## config.mk

```make
export PLATFORM = sky130hd
export DESIGN_NAME = axi_rd_arbiter
export DESIGN_NICKNAME = d
export VERILOG_FILES = /design/src/rtl/axi_rd_arbiter.sv
export SDC_FILE = /design/constraint.sdc
export NUM_CORES = 1
export LEC_CHECK = 0
export ABC_CLOCK_PERIOD_IN_PS = 2300
export CAP_MARGIN = 10
export CORE_MARGIN = 10
export CORE_UTILIZATION = 24
export DETAILED_ROUTE_END_ITERATION = 8
export PLACE_DENSITY = 0.71
export RECOVER_POWER = 50
export SYNTH_ARGS = -nofsm -noshare
export SYNTH_HDL_FRONTEND = slang
export SYNTH_SLANG_ARGS = --single-unit
```

## constraint.sdc

```tcl
create_clock -name clock -period 2.3 [get_ports clock]
set_input_delay 0.46 -clock clock [delete_from_list [all_inputs] [get_ports clock]]
set_output_delay 0.46 -clock clock [all_outputs]
set_load 0.01 [all_outputs]
```

## src/rtl/axi_rd_arbiter.sv

```systemverilog
// Two-master AXI4 read arbiter: ICache (m0) and LSU (m1) share one slave
// read port, one burst in flight, round-robin on contention.
module axi_rd_arbiter #(
    parameter int ID_W = 4,
    parameter int AR_W = 45 + ID_W,
    parameter int R_W  = 35 + ID_W
) (
    input  logic            clock,
    input  logic            reset,
    input  logic            m0_arvalid,
    output logic            m0_arready,
    input  logic [AR_W-1:0] m0_ar,
    output logic            m0_rvalid,
    input  logic            m0_rready,
    output logic [R_W-1:0]  m0_r,
    input  logic            m1_arvalid,
    output logic            m1_arready,
    input  logic [AR_W-1:0] m1_ar,
    output logic            m1_rvalid,
    input  logic            m1_rready,
    output logic [R_W-1:0]  m1_r,
    output logic            s_arvalid,
    input  logic            s_arready,
    output logic [AR_W-1:0] s_ar,
    input  logic            s_rvalid,
    output logic            s_rready,
    input  logic [R_W-1:0]  s_r,
    output logic            err_len
);

    typedef enum logic [1:0] {
        IDLE = 2'd0,
        AR   = 2'd1,
        R    = 2'd2
    } state_e;

    state_e      state_q, state_d;
    logic        grant_q, grant_d;
    logic        last_q, last_d;
    logic [7:0]  beats_q, beats_d;
    logic [7:0]  arlen_q, arlen_d;
    logic        err_q, err_d;

    logic [AR_W-1:0] ar_sel;
    logic            rready_sel;
    logic            rlast;

    assign ar_sel     = grant_q ? m1_ar : m0_ar;
    assign rready_sel = grant_q ? m1_rready : m0_rready;
    assign rlast      = s_r[ID_W];
    assign err_len    = err_q;

    always_ff @(posedge clock or posedge reset) begin
        if (reset) begin
            state_q <= IDLE;
            grant_q <= 1'b0;
            last_q  <= 1'b1;
            beats_q <= 8'd0;
            arlen_q <= 8'd0;
            err_q   <= 1'b0;
        end else begin
            state_q <= state_d;
            grant_q <= grant_d;
            last_q  <= last_d;
            beats_q <= beats_d;
            arlen_q <= arlen_d;
            err_q   <= err_d;
        end
    end

    always_comb begin
        state_d    = state_q;
        grant_d    = grant_q;
        last_d     = last_q;
        beats_d    = beats_q;
        arlen_d    = arlen_q;
        err_d      = err_q;
        m0_arready = 1'b0;
        m1_arready = 1'b0;
        m0_rvalid  = 1'b0;
        m1_rvalid  = 1'b0;
        m0_r       = '0;
        m1_r       = '0;
        s_arvalid  = 1'b0;
        s_ar       = '0;
        s_rready   = 1'b0;

        unique case (state_q)
            IDLE: begin
                if (m0_arvalid && m1_arvalid) begin
                    grant_d = ~last_q;
                    state_d = AR;
                end else if (m0_arvalid) begin
                    grant_d = 1'b0;
                    state_d = AR;
                end else if (m1_arvalid) begin
                    grant_d = 1'b1;
                    state_d = AR;
                end
            end
            AR: begin
                s_arvalid  = 1'b1;
                s_ar       = ar_sel;
                m0_arready = !grant_q && s_arready;
                m1_arready = grant_q && s_arready;
                if (s_arready) begin
                    beats_d = 8'd0;
                    // arlen sits above arsize/arburst in the packed AR word
                    arlen_d = ar_sel[12:5];
                    state_d = R;
                end
            end
            R: begin
                s_rready = rready_sel;
                if (grant_q) begin
                    m1_rvalid = s_rvalid;
                    m1_r      = s_r;
                end else begin
                    m0_rvalid = s_rvalid;
                    m0_r      = s_r;
                end
                if (s_rvalid && rready_sel) begin
                    beats_d = beats_q + 8'd1;
                    if (rlast) begin
                        if (beats_q != arlen_q) begin
                            err_d = 1'b1;
                        end
                        last_d  = grant_q;
                        state_d = IDLE;
                    end else if (beats_q == arlen_q) begin
                        err_d = 1'b1;
                    end
                end
            end
            default: begin
                state_d = IDLE;
            end
        endcase
    end

endmodule

```

==> reports/results.tsv <==
metric	value	unit
die height	119	um
Switching Fraction	0.465	
asr flop ratio synth	1.00	
dpl hpwl	11300	um
maximum root-to-sink buffer count	2	
Hold Slack	0.482	ns
skew final	0.00161	ns
post-synthesis sequential area ratio	0.225	
FMAX	0.446	GHz
Min-Delay Path Class	reg -> reg	
cell row count	36	
critical path class	reg -> out	
Combinational Power Share	0.796	
clk_lat worst skew	0.26	ns
MaxCap Viol Count	0	
Fin. Hold Viols	0	
Syn Inst Count	316	
WP data arrival	1.78	ns
input/output buffers	278	
DRT Pass-1 Iters	4	
clock root cell	clkbuf_8	
first-pass GRT wire length	19900	um
max-slew violations	0	
total track usage	0.171	
final wirelength	13300	um
ys flop type	dfrtp_1	
fin crit period	2.24	ns
Core ar.	9640	um2
crit path max fanout	17	
proportion of layout cells with a drive suffix above 1	0.0444	
drc violations	0	
count of final setup violators	0	
largest net degree at the start of global routing	50	
FILL cells	999	
yosys synthesis warning count	0	
die width	119	um
Startpoint Class	flip-flop	
Power Internal	2200	uW
Flop pwr share	0.144	
CP Data Required Time	1.84	ns
IO Count	279	
Net Switching	1910	uW
final weighted congestion of routability-driven global placement	0.892	
result of the run	complete, no violations	
Net Count, Synth	462	
Yosys reg bits	21	
final worst-path cycle share	0.976	
Clock Power Share	0.060	
number of buffers created by CTS	3	
Cell Area, Synth	2340	um2
clk sinks	21	
slew margin rel.	0.442	
initial antenna violation count	2	
Synth cell types	31	
Vias	3317	
Worst Setup End Kind	output port	
drt initial violations	137	
via-per-instance ratio	4.60	
syn_area_per_cell	7.42	um2
Avg WL per Cell	18.5	um
Antenna Violating Nets Remaining	0	
hold_buf cts	0	
Worst-path clk slew	0.08	ns
Least-Margin Pin Slew	0.837	ns
Clock H-tree levels	1	
die area	14100	um2
number of global-route vias before repair	3517	
Post-synth EDFFs	0	
worst ir drop on vdd	0.347	mV
Power per Cell Area	790	nW/um2
nets@finish	733	
setup TNS	0	ns
GR Overflow Total	0	
CTS tree	done	
Starting Density	0.243	
LEAKAGE	0.00293	uW
P&R area growth vs syn	123	%
==> sequential cells by signal (all words and copies together) (netlist names) <==
register	count
beats_q	8
err_len	1
state_q	2
arlen_q	8
grant_q	1
last_q	1
==> logic make-up (layout without fill, tap and decap cells) <==
logic type,count (synthesis),in the layout,share of synthesized area
flops,21,21,0.225
compound gates,17,17,0.0422
mux,56,56,0.240
buf+inv,39,309,0.0694
fa+ha+maj,1,1,0.00534
other cells,0,2,0
simple gates,172,172,0.381
xor+xnor,10,10,0.0374
==> critical path, stage by stage (launching register included) <==
cell and delay (ns):
dfrtp_4 0.55, buf_12 0.18, mux2i_1 0.13, nor2_1 0.11, clkdlybuf4s50_1 0.55
==> timing repair <==
action	in CTS	in global routing
endpoints found under the setup margin	110	42
buffers inserted	1	1
resized for setup	81	44
gates cloned	1	1
==> metal layers <==
metal  vias up  track usage  part of all wire
met1      1474        0.180              0.38
met4         0       0.0359             0.017
met2       191        0.310              0.49
met5         -            0                 0
met3        13       0.0723              0.11
li1       1639            -                 -
==> synthesized netlist by cell type (all sizes together), types with 2 or more instances <==
cell,number,area (um2)
clkbuf,20,75.1
mux2,2,22.5
xor2,2,17.5
nand4,4,25.0
dfrtp,20,500
nor3,3,15.0
and3,79,494
a21oi,2,10.0
mux2i,54,541
nand2,20,75.1
nand3,4,25.0
buf,12,61.3
xnor2,8,70.1
o21ai,11,55.1
inv,7,26.3
nand2b,2,12.5
nor2,55,206
==> cells in the final DEF, fill, tap and decap left out, types with 2 or more instances in the layout <==
cell type | synthesis | layout
clkdlybuf4s50_1 | 0 | 156
and3_1 | 79 | 79
dlygate4sd2_1 | 0 | 77
nor2_1 | 55 | 55
mux2i_1 | 54 | 54
clkbuf_1 | 20 | 26
nand2_1 | 20 | 20
dfrtp_1 | 20 | 19
o21ai_0 | 11 | 11
clkdlybuf4s25_1 | 0 | 9
buf_4 | 1 | 9
xnor2_1 | 8 | 8
dlymetal6s2s_1 | 0 | 8
inv_1 | 7 | 7
nand3_1 | 3 | 4
nand4_1 | 4 | 4
dlygate4sd3_1 | 0 | 4
buf_12 | 0 | 4
nor3_1 | 3 | 3
clkbuf_8 | 0 | 3
diode_2 | 0 | 2
xor2_1 | 2 | 2
a21oi_1 | 2 | 2
==> final cells by class <==
| class | instances | area, um2 | share of cell area |
|---|---|---|---|
| Timing Repair Buffer | 298 | 2790 | 0.534 |
| Multi-Input combinational cell | 256 | 1650 | 0.317 |
| Sequential cell | 21 | 531 | 0.102 |
| Tap cell | 133 | 166 | 0.0319 |
| Clock buffer | 3 | 41.3 | 0.00792 |
| Inverter | 7 | 26.3 | 0.00504 |
| Clock inverter | 1 | 5.00 | 0.000960 |
| Antenna cell | 2 | 5.00 | 0.000960 |
==> power groups by stage <==
stage	sequential, uW	clock [uW]	combinational (uW)
detailed placement	619	0	3580
global route	611	267	3570
CTS	597	246	3540
global placement	614	0	3550
floorplan	559	0	1760
finish	593	246	3280
==> through the flow <==
step                power, uW  area (um2)   util  cells  setup slack, ns
global route             4440        5220  0.541    721         -0.00315
floorplan                2320        2340      -    316            0.452
CTS                      4380        5340  0.554    717         0.000168
detailed placement       4200        5350  0.555    711          -0.0644
finish                   4120        5220  0.541    721           0.0555
global placement         4160        5350  0.555    711          -0.0580
==> worst paths after layout <==
path	from	end	slack, ns	cells past startpoint
worst max-delay path	grant_q$_DFFE_PP0P_	s_ar[48]	0.06	4
min in group asynchronous	reset	beats_q[3]$_DFFE_PP0P_	0.66	2
worst min register to register	err_len$_DFFE_PP0P_	err_len$_DFFE_PP0P_	0.48	2
worst max register to register	state_q[0]$_DFFE_PP0P_	beats_q[5]$_DFFE_PP0P_	0.34	7
worst min-delay path	err_len$_DFFE_PP0P_	err_len$_DFFE_PP0P_	0.48	2
max in group asynchronous	reset	arlen_q[1]$_DFFE_PP0P_	0.89	3
No activity file was read; power rests on OpenSTA's default activity.
